$ cat src/rtl/piso_serial_tx.sv
// rtl/piso_serial_tx.sv - framed parallel-in serial-out transmitter (start, data, stop)
module piso_serial_tx #(
  parameter int WIDTH        = 8,
  parameter int CLKS_PER_BIT = 1,
  parameter bit MSB_FIRST    = 1'b1
) (
  input  logic             clk,
  input  logic             rst_n,
  input  logic [WIDTH-1:0] din,
  input  logic             din_valid,
  output logic             din_ready,
  output logic             Sout,
  output logic             busy,
  output logic             done
);

  // One spare bit on each counter so the terminal compare never aliases a wrapped value.
  localparam int SCW = $clog2(CLKS_PER_BIT) + 1;
  localparam int BCW = $clog2(WIDTH) + 1;
  localparam logic [SCW-1:0] SUB_LAST = SCW'(CLKS_PER_BIT - 1);
  localparam logic [SCW-1:0] SUB_ONE  = SCW'(1);
  localparam logic [BCW-1:0] BIT_LAST = BCW'(WIDTH - 1);
  localparam logic [BCW-1:0] BIT_ONE  = BCW'(1);

  typedef enum logic [1:0] {
    S_IDLE  = 2'd0,
    S_START = 2'd1,
    S_DATA  = 2'd2,
    S_STOP  = 2'd3
  } state_t;

  state_t           state_q, state_d;
  logic [WIDTH-1:0] shreg_q, shreg_d;
  logic [BCW-1:0]   bit_cnt_q, bit_cnt_d;
  logic [SCW-1:0]   sub_cnt_q, sub_cnt_d;
  logic             sout_q, sout_d;
  logic             done_q, done_d;

  logic             bit_end;
  logic             next_bit;
  logic [WIDTH-1:0] shreg_shifted;

  // bit_end marks the last clock of the current bit period.
  assign bit_end       = (sub_cnt_q == SUB_LAST);
  assign next_bit      = MSB_FIRST ? shreg_q[WIDTH-1] : shreg_q[0];
  assign shreg_shifted = MSB_FIRST ? (shreg_q << 1) : (shreg_q >> 1);

  // State register with synchronous reset; reset aborts any frame in flight.
  always_ff @(posedge clk) begin
    if (!rst_n) begin
      state_q <= S_IDLE;
    end else begin
      state_q <= state_d;
    end
  end

  // Next-state logic: each non-idle state lasts whole bit periods.
  always_comb begin
    state_d = state_q;
    case (state_q)
      S_IDLE:  if (din_valid) state_d = S_START;
      S_START: if (bit_end) state_d = S_DATA;
      S_DATA:  if (bit_end && (bit_cnt_q == BIT_LAST)) state_d = S_STOP;
      S_STOP:  if (bit_end) state_d = S_IDLE;
      default: state_d = S_IDLE;
    endcase
  end

  // Handshake and status outputs decoded from the current state.
  always_comb begin
    din_ready = 1'b0;
    busy      = 1'b0;
    if (state_q == S_IDLE) begin
      din_ready = 1'b1;
    end else begin
      busy = 1'b1;
    end
  end

  // Datapath next values: the line bit is registered one period ahead of its bit slot.
  always_comb begin
    shreg_d   = shreg_q;
    bit_cnt_d = bit_cnt_q;
    sub_cnt_d = bit_end ? '0 : (sub_cnt_q + SUB_ONE);
    sout_d    = sout_q;
    done_d    = 1'b0;
    case (state_q)
      S_IDLE: begin
        sub_cnt_d = '0;
        bit_cnt_d = '0;
        sout_d    = 1'b1;
        if (din_valid) begin
          shreg_d = din;
          sout_d  = 1'b0;
        end
      end
      S_START: begin
        if (bit_end) begin
          sout_d  = next_bit;
          shreg_d = shreg_shifted;
        end
      end
      S_DATA: begin
        if (bit_end) begin
          if (bit_cnt_q == BIT_LAST) begin
            sout_d    = 1'b1;
            bit_cnt_d = '0;
          end else begin
            sout_d    = next_bit;
            shreg_d   = shreg_shifted;
            bit_cnt_d = bit_cnt_q + BIT_ONE;
          end
        end
      end
      S_STOP: begin
        if (bit_end) done_d = 1'b1;
      end
      default: begin
        sout_d = 1'b1;
      end
    endcase
  end

  // Datapath registers; reset returns the line to idle-high and clears the word.
  always_ff @(posedge clk) begin
    if (!rst_n) begin
      shreg_q   <= '0;
      bit_cnt_q <= '0;
      sub_cnt_q <= '0;
      sout_q    <= 1'b1;
      done_q    <= 1'b0;
    end else begin
      shreg_q   <= shreg_d;
      bit_cnt_q <= bit_cnt_d;
      sub_cnt_q <= sub_cnt_d;
      sout_q    <= sout_d;
      done_q    <= done_d;
    end
  end

  assign Sout = sout_q;
  assign done = done_q;

endmodule

$ cat config.mk
export PLATFORM = sky130hd
export DESIGN_NAME = piso_serial_tx
export DESIGN_NICKNAME = d
export VERILOG_FILES = /design/src/rtl/piso_serial_tx.sv
export SDC_FILE = /design/constraint.sdc
export NUM_CORES = 1
export LEC_CHECK = 0
export ABC_CLOCK_PERIOD_IN_PS = 3700
export CORE_MARGIN = 5
export CORE_UTILIZATION = 55
export DETAILED_ROUTE_END_ITERATION = 7
export PLACE_DENSITY = 0.8
export SYNTH_ARGS = -nofsm -noshare
export SYNTH_HDL_FRONTEND = slang
export SYNTH_SLANG_ARGS = --single-unit
$ cat constraint.sdc
create_clock -name clk -period 3.7 [get_ports clk]
set_input_delay 0.74 -clock clk [delete_from_list [all_inputs] [get_ports clk]]
set_output_delay 0.74 -clock clk [all_outputs]
set_load 0.01 [all_outputs]
Yosys cells after proc, flatten, opt, wreduce, memory -nomap -nowiden
Index checks and enable logic that the tools add are counted.
- bits of input ports: 11
- register bits: 17
- output and inout port bits: 4
- word-level logic and storage cells: 51
- $add $sub $neg: 2
- bitwise gates (word level): 2
- reductions and logical operators: 10
- muxes and demuxes: 21
- equality and inequality tests: 10
- operators by type and width (kind ; count):
    $mux W8 ; 4
    $pmux W8 S3 ; 1
    $ne A2 B2 Y1 const B ; 6
    $mux W2 ; 4
    $mux W4 ; 2
    $pmux W2 S4 ; 1
    $pmux W4 S2 ; 1
    $mux W1 ; 7
    $reduce_and A5 Y1 ; 1
    $add A4 B1 Y4 const B ; 1
    $eq A2 B2 Y1 const B ; 2
    $eq A4 B3 Y1 const B ; 1
    $reduce_and A2 Y1 ; 2
    $reduce_and A4 Y1 ; 1
    $pmux W1 S3 ; 1
    $reduce_and A3 Y1 ; 1
    $reduce_bool A3 Y1 ; 1
    $reduce_or A3 Y1 ; 1
    $eq A2 B1 Y1 const B ; 1
    $logic_not A2 Y1 ; 1
    $not A1 Y1 ; 2
    $reduce_bool A2 Y1 ; 1
    $add A1 B1 Y1 const B ; 1
    $logic_and A1 B1 Y1 ; 1

Depth between registers and ports, before layout
Gate-level depths: netlist of the first run.
- depth after elaboration: 4
- depth in mapped cells: 7
- depth with buffers taken out: 5

Worst setup path before layout of the first run
No wires, ideal clock.
- path kind: reg-to-reg
- start point: register state_q[0]
- end point: register shreg_q[0]
- cell stages (with the launch flop): 7
- arrival time: 1.659 ns
- library setup time: 0.119 ns
- clock period less this slack: 1.778 ns
- required time: 3.581 ns
- buffers on the path: 1
- slack: 1.922 ns
- cell sequence: dfxtp_1 -> inv_1 -> ha_1 -> nor2b_1 -> or4_4 -> buf_6 -> mux2i_1
- word-level cells in the longest chain between the ends: 3
- elaborated cells on any way between the ends: 10
- those cells by class: eq/ne (6); mux (1); reduce/logical (3)
- RTL lines (what ; line ; text):
    start, declared ; 32 ; state_t state_q, state_d;
    start signal, assigned ; 53 ; state_q <= state_d;
    $eq A2 B2 Y1, or another cell as far along ; 87 ; case (state_q)
    $ne A2 B2 Y1 (no line) / $reduce_bool A3 Y1 (equally long branches) ; - ;
    $reduce_and A5 Y1 (no line) ; - ;
    end signal, assigned ; 133 ; shreg_q <= shreg_d;
    end, declared ; 33 ; logic [WIDTH-1:0] shreg_q, shreg_d;
Several ways; a longest one is shown, not always the timed one.
A chain may end at the register's enable or synchronous reset.

Final worst setup path of the first run
- start point: register state_q[0]
- end point: output port busy
- word-level cells in the longest chain between the ends: 2
- RTL lines (what ; line ; text):
    $logic_not A2 Y1 ; 73 ; if (state_q == S_IDLE) begin
    $mux W1 ; 73 ;
    end, declared ; 13 ; output logic busy,
Every way passes these cells.

==> results of run 1 <==
[critical path: cells and delay by family (launching register included)]
kind / cells / cell delay (ns)
buf+inv: 3 / 0.69
fa+ha+maj: 1 / 0.28
flops: 1 / 0.39
[registers in the layout, summed over array words and instances (netlist names)]
name / flops
done: 1
state_q: 2
shreg_q: 8
bit_cnt_q: 4
Sout: 1
sub_cnt_q: 1
[how the worst max path moves through the flow]
stage                          start          to  slack, ns  depth (start not counted)
after floorplan           state_q[0]  shreg_q[0]       1.92                          6
after detailed placement       rst_n        Sout       1.46                          2
after CTS                 state_q[0]        busy       1.30                          4
after global routing      state_q[1]        busy       1.21                          4
after global placement     din_valid  shreg_q[3]       1.51                          4
final                     state_q[0]        busy       1.32                          4
[layout make-up]
type / instances / area share
sequential: 17 / 0.311
clock buffer: 3 / 0.0205
multi-input combinational: 76 / 0.503
timing repair buffer: 14 / 0.128
tap: 17 / 0.0194
inverter: 4 / 0.0137
clock inverter: 1 / 0.00457
[cell usage after synthesis]
library cell	count	share of area
nor2_1	2	0.0079
nand3b_1	2	0.016
nor3b_1	1	0.0079
conb_1	1	0.0040
buf_6	2	0.024
nor2b_1	2	0.013
xor2_1	1	0.0093
nor3_2	1	0.011
a211o_1	1	0.0093
a21oi_1	2	0.011
ha_1	5	0.066
dfxtp_1	17	0.36
o311ai_0	1	0.0093
nand2b_1	2	0.013
clkbuf_1	4	0.016
nand2_1	19	0.075
mux2_2	7	0.083
or3_1	1	0.0066
and4b_1	1	0.011
a21boi_0	2	0.016
o211a_1	1	0.011
mux2i_1	9	0.095
and2_1	1	0.0066
o31ai_1	1	0.0079
o211ai_1	1	0.0079
or4_4	1	0.012
nand3_1	3	0.016
inv_1	4	0.016
a221oi_2	1	0.016
o21ai_0	5	0.026
o21a_1	2	0.016
[logic make-up after synthesis]
kind of cell,after synthesis
XOR/XNOR,1
other,1
flip-flops,17
adder cells (fa/ha/maj),5
AO/OA/AOI/OAI,17
multiplexers,16
AND/OR/NAND/NOR,36
buffers and inverters,10
[power by group through the flow]
stage	Clock (mW)	Combinational [mW]	Sequential, mW
2_1_floorplan	0	0.387	0.275
3_3_place_gp	0	0.455	0.279
3_5_place_dp	0	0.467	0.282
4_1_cts	0.104	0.469	0.279
5_1_grt	0.111	0.518	0.286
6_report	0.103	0.465	0.279
[cell usage in the layout (no fill, tap or decap), types with 2 or more instances in the layout]
cell type        netlist  layout
mux2i_1                9       9
a21boi_0               2       2
o21ai_0                5       5
nand2b_1               2       2
clkbuf_4               0       3
nor2b_1                2       2
nand2_1               19      19
o21a_1                 2       2
nand3b_1               2       2
ha_1                   5       5
a21oi_1                2       2
nor2_1                 2       2
clkdlybuf4s50_1        0      14
dfxtp_1               17      17
nand3_1                3       3
inv_1                  4       4
mux2_2                 7       7
[per-stage QoR]
stage	hold WS, ns	utilization	std cells
6_report	0.464	0.656	132
2_1_floorplan	0.435	-	103
3_5_place_dp	0.452	0.640	128
4_1_cts	0.467	0.656	132
3_3_place_gp	0.442	0.640	128
5_1_grt	0.492	0.656	132
[metal layers]
layer / part of all wire / vias to the layer above / track usage
li1: - / 381 / -
met1: 0.46 / 337 / 0.162
met2: 0.48 / 13 / 0.273
met3: 0.037 / 5 / 0.0408
met4: 0.017 / 0 / 0.0524
met5: 0 / - / 0
==> results by group, run 1 <==
Timing
  • Final Hold Vio Count: 0
  • Max-slew violations: 0
  • Fmax: 420 MHz
  • RSZ-0062 raised after global routing: false
  • Min Tclk post-route: 2.38 ns
  • Worst Tran Pin Value: 0.842 ns
  • Setup violations, final: 0
  • Final setup margin: 1.32 ns
  • Worst rel slew slack: 0.437
  • Fin Setup TNS: 0 ns
  • Setup Skew: 0.00555 ns
  • Crit share post-route: 0.644

Critical path
  • R2R depth: 5
  • Kind of critical path: flop to output port
  • Critical Path End Type: output port
  • R2R Path End: shreg_q[0]
  • Startpoint types: flop
  • Crit path largest cell delay: 0.53 ns
  • Crit Path Max Fanout: 7
  • Critical Path RT: 2.96 ns
  • Critical path cell sequence: inv_1 -> ha_1 -> inv_1 -> clkdlybuf4s50_1
  • CP max stage cell: clkdlybuf4s50_1
  • R2R setup slack: 1.80 ns
  • Worst EP arrival: 1.64 ns
  • Most used cell, CP: inv_1
  • Worst reg2reg startpoint: state_q[0]

CTS
  • PostCTS Resize Cnt: 0
  • Hold buffer count at cts: 0
  • CTS Root Cell: clkbuf_4
  • H-tree depth: 1
  • CTS tree: done
  • Num CTS Buffers: 3
  • Worst skew pair latency: 0.30 ns
  • Setup Buffers After CTS: 0
  • Clock slew seen by the registers of the worst setup and hold paths: 0.11 ns
  • Clk buf depth: 2
  • Clk sink count: 17

Die
  • Initial Util: 0.566
  • # rows: 15
  • DIE AREA: 2650 sq um
  • Die height: 51.4 microns
  • I/O Pins: 15
  • Core footprint: 1670 sq um
  • Die width: 51.4 microns

Synth
  • Synth warn: 0
  • Count of different cell masters after synthesis: 31
  • Register area share after synthesis: 0.360
  • Largest family of logic cells by synthesized area: simple AND/OR/NAND/NOR gates
  • Synth Cell Area: 945 sq um
  • Synth Area in Compound Gates: 0.130
  • Mux cell area share after synthesis: 0.179
  • Synth Register Bits: 17
  • Synth Area in Adders: 0.0662
  • Mean Syn Cell Area: 9.17 sq um
  • Post-synthesis simple-gate area fraction: 0.196
  • Syn nets: 119
  • XOR/XNOR share of the synthesized area: 0.00927
  • Syn Inst Count: 103

Power and ir drop
  • Power, Total: 847 uW
  • Sw Share: 0.376
  • P_int: 528 uW
  • Pwr/cell area: 773 nW/um^2
  • Leak Pwr: 0.457 nW
  • Total net switching power: 319 uW
  • Clock share of power: 0.122
  • Worst vdd ir: 0.000561 V
  • Comb power frac: 0.549
  • Sequential power share: 0.330

Final layout
  • Design area: 1100 sq um
  • Antenna Cells: 0
  • Fill cells: 135
  • Register cell area after layout: 340 sq um
  • Area grow syn2layout: 16.0%
  • Multi-input logic area: 552 sq um
  • Share of cells above drive strength 1: 0.122
  • Nets: 132

Worst hold path
  • Hold Startpoint: shreg_q[3]
  • Worst Hold Class: flop to flop
  • Hold Path End: shreg_q[3]
  • Hold Path Depth: 2

Global route
  • GRT Total Usage: 0.149
  • Total grt overflow: 0
  • First-pass GRT wire length: 2.99 mm
  • Vias in the first global route: 746
  • Pin count of the biggest net entering global routing: 27
  • Initial antenna violation count: 0

Placement
  • Gpl congestion: 0.756
  • DPL Wire Length: 1.25 mm
  • Port Buffers: 14
  • Post-Place Cell Area: 1070 sq um
  • Post-Place Worst Slack: 1.46 ns

Job
  • Max-cap check violation count: 0

Route
  • Via density: 5.58
  • Residual DRC count: 0
  • ANT nets after route: 0
  • DRT iter0 DRCs: 3
  • DR pass1 iterations: 4
  • Via Count: 736
  • WL/cell: 12.8 microns
  • Total wire length: 1.70 mm

Status
  • Status: completed
No activity file was read; power rests on OpenSTA's default activity.
==> run 2: changes to the inputs <==
==> config.mk (replaced) <==
export PLATFORM = sky130hd
export DESIGN_NAME = piso_serial_tx
export DESIGN_NICKNAME = d
export VERILOG_FILES = /design/src/rtl/piso_serial_tx.sv
export SDC_FILE = /design/constraint.sdc
export NUM_CORES = 1
export LEC_CHECK = 0
export ABC_CLOCK_PERIOD_IN_PS = 2400
export CORE_MARGIN = 5
export CORE_UTILIZATION = 51
export DETAILED_ROUTE_END_ITERATION = 7
export PLACE_DENSITY = 0.74
export SYNTH_ARGS = -nofsm -noshare
export SYNTH_HDL_FRONTEND = slang
export SYNTH_SLANG_ARGS = --single-unit
==> constraint.sdc (replaced) <==
create_clock -name clk -period 2.4 [get_ports clk]
set_input_delay 0.48 -clock clk [delete_from_list [all_inputs] [get_ports clk]]
set_output_delay 0.48 -clock clk [all_outputs]
set_load 0.01 [all_outputs]
==> results by group, run 2 (synthesis results as in run 1) <==
Power and ir drop
  • Sequential power share: 0.329
  • Sw Share: 0.377
  • Power, Total: 1.32 mW
  • Total net switching power: 497 uW
  • P_int: 819 uW
  • Worst vdd ir: 0.000819 V
  • Comb power frac: 0.550
  • Clock share of power: 0.121
  • Leak Pwr: 0.460 nW
  • Pwr/cell area: 1180 nW/um^2

Die
  • DIE AREA: 2810 sq um
  • # rows: 15
  • I/O Pins: 15
  • Die width: 53.0 microns
  • Core footprint: 1750 sq um
  • Initial Util: 0.541
  • Die height: 53.0 microns

Route
  • WL/cell: 12.6 microns
  • Via density: 5.29
  • DR pass1 iterations: 4
  • Residual DRC count: 0
  • DRT iter0 DRCs: 23
  • Via Count: 746
  • Total wire length: 1.78 mm
  • ANT nets after route: 0

Final layout
  • Final std cells w/o fill: 141
  • Nets: 133
  • Area grow syn2layout: 17.7%
  • Most flops, register: shreg_q
  • Most frequent cells in the layout: nand2_1 (19), dfxtp_1 (17), clkdlybuf4s50_1 (14)
  • Most common cell after layout, fill and taps aside: nand2_1
  • Share of cells above drive strength 1: 0.121
  • Number of flip-flops in the largest register: 8
  • Design area: 1110 sq um
  • Antenna Cells: 0
  • Top Registers: shreg_q (8), bit_cnt_q (4), state_q (2)

Critical path
  • Worst reg2reg startpoint: state_q[0]
  • Critical path cell sequence: inv_1 -> ha_1 -> inv_1 -> clkdlybuf4s50_1
  • Buf/Inv on CP: 3
  • Startpoint types: flop
  • Crit Path Max Fanout: 7
  • Kind of critical path: flop to output port
  • Critical Path End Type: output port
  • Worst EP arrival: 1.69 ns
  • Critical Path RT: 1.92 ns
  • Crit path largest cell delay: 0.52 ns
  • Family with the most delay on the worst path: buffers and inverters
  • CP max stage cell: clkdlybuf4s50_1
  • Most used cell, CP: inv_1
  • Crit path from: state_q[0]

Placement
  • Port Buffers: 14
  • DPL Wire Length: 1.34 mm
  • Post-Place Cell Area: 1090 sq um
  • Placed cells: 137
  • Gpl congestion: 0.697

Global route
  • GRT Total Usage: 0.148
  • Vias in the first global route: 742
  • Initial antenna violation count: 0
  • First-pass GRT wire length: 3.01 mm
  • Total grt overflow: 0
  • Pin count of the biggest net entering global routing: 17

CTS
  • Clock slew seen by the registers of the worst setup and hold paths: 0.10 ns
  • Hold buffer count at cts: 0
  • H-tree depth: 1
  • Clk buf depth: 2
  • PostCTS Resize Cnt: 0
  • CTS tree: done
  • Worst skew pair latency: 0.30 ns
  • Clk sink count: 17
  • CTS Root Cell: clkbuf_4
  • Num CTS Buffers: 3
  • Setup Buffers After CTS: 0

Timing
  • Worst Tran Pin Value: 0.549 ns
  • RSZ-0062 raised after global routing: false
  • Fmax: 461 MHz
  • Min Tclk post-route: 2.17 ns
  • Setup Skew: 0.00321 ns
  • Fin Setup TNS: 0 ns
  • Crit share post-route: 0.904
  • Max-slew violations: 0
  • Setup violations, final: 0
  • Final Hold Vio Count: 0
  • Worst rel slew slack: 0.633

Worst hold path
  • Worst Hold Class: flop to flop
  • Hold Startpoint: shreg_q[5]

Status
  • Status: completed

Job
  • Max-cap check violation count: 0
## run 2: cell count changes in the layout (fill, tap and decap cells not counted)
cell      previous run  this run
clkbuf_1             0         1
buf_4                0         1
clkinv_2             1         0
## run 2: layout make-up
class	count	area (sq um)
flip-flops and latches	17	340
fillers	156	633
multi-input cells	76	552
clock buffers	4	26.3
well taps	25	31.3
inverters	4	15.0
repair buffers	15	148
## run 2: worst register-to-register path, cell delays in order, from the launching register on
cell     delay, ns
dfxtp_1       0.41
inv_1         0.09
ha_1          0.33
o21a_1        0.26
or4_4         0.58
mux2i_1       0.16
## run 2: per-layer routing
metal  vias to the layer above  track usage  wire length, microns
met5                         -            0                     0
met4                         0       0.0766                    46
met3                         5       0.0282                    65
met2                        13        0.260                   845
met1                       343        0.168                   821
li1                        385            -                     -
## run 2: power groups by stage
stage          logic, mW  clock network [mW]  registers, mW
3_3_place_gp       0.706                   0          0.431
4_1_cts            0.728               0.163          0.432
3_5_place_dp       0.728                   0          0.436
2_1_floorplan      0.596                   0          0.424
5_1_grt            0.804               0.169          0.441
6_report           0.724               0.159          0.433
## run 2: worst paths after layout
kind / cells past startpoint / slack (ns) / endpoint
worst max-delay path: 4 / 0.23 / busy
worst min-delay path: 2 / 0.46 / shreg_q[5]
worst max register to register: 5 / 0.45 / shreg_q[1]
worst min register to register: 2 / 0.46 / shreg_q[5]
## run 2: through the flow
step / setup slack [ns] / hold slack [ns] / util
5_1_grt: 0.136 / 0.492 / 0.637
2_1_floorplan: 0.622 / 0.435 / -
3_3_place_gp: 0.468 / 0.442 / 0.622
6_report: 0.230 / 0.464 / 0.637
3_5_place_dp: 0.439 / 0.457 / 0.622
4_1_cts: 0.227 / 0.471 / 0.637
==> run 3: changes to the inputs <==
--- a/config.mk
+++ b/config.mk
@@ -9,6 +9,7 @@
 export CORE_MARGIN = 5
 export CORE_UTILIZATION = 51
 export DETAILED_ROUTE_END_ITERATION = 7
+export HOLD_SLACK_MARGIN = 0.03
 export PLACE_DENSITY = 0.74
 export SYNTH_ARGS = -nofsm -noshare
 export SYNTH_HDL_FRONTEND = slang
==> results of run 3 <==
Same layout as run 2: the final DEF is identical, and so are final timing and power.
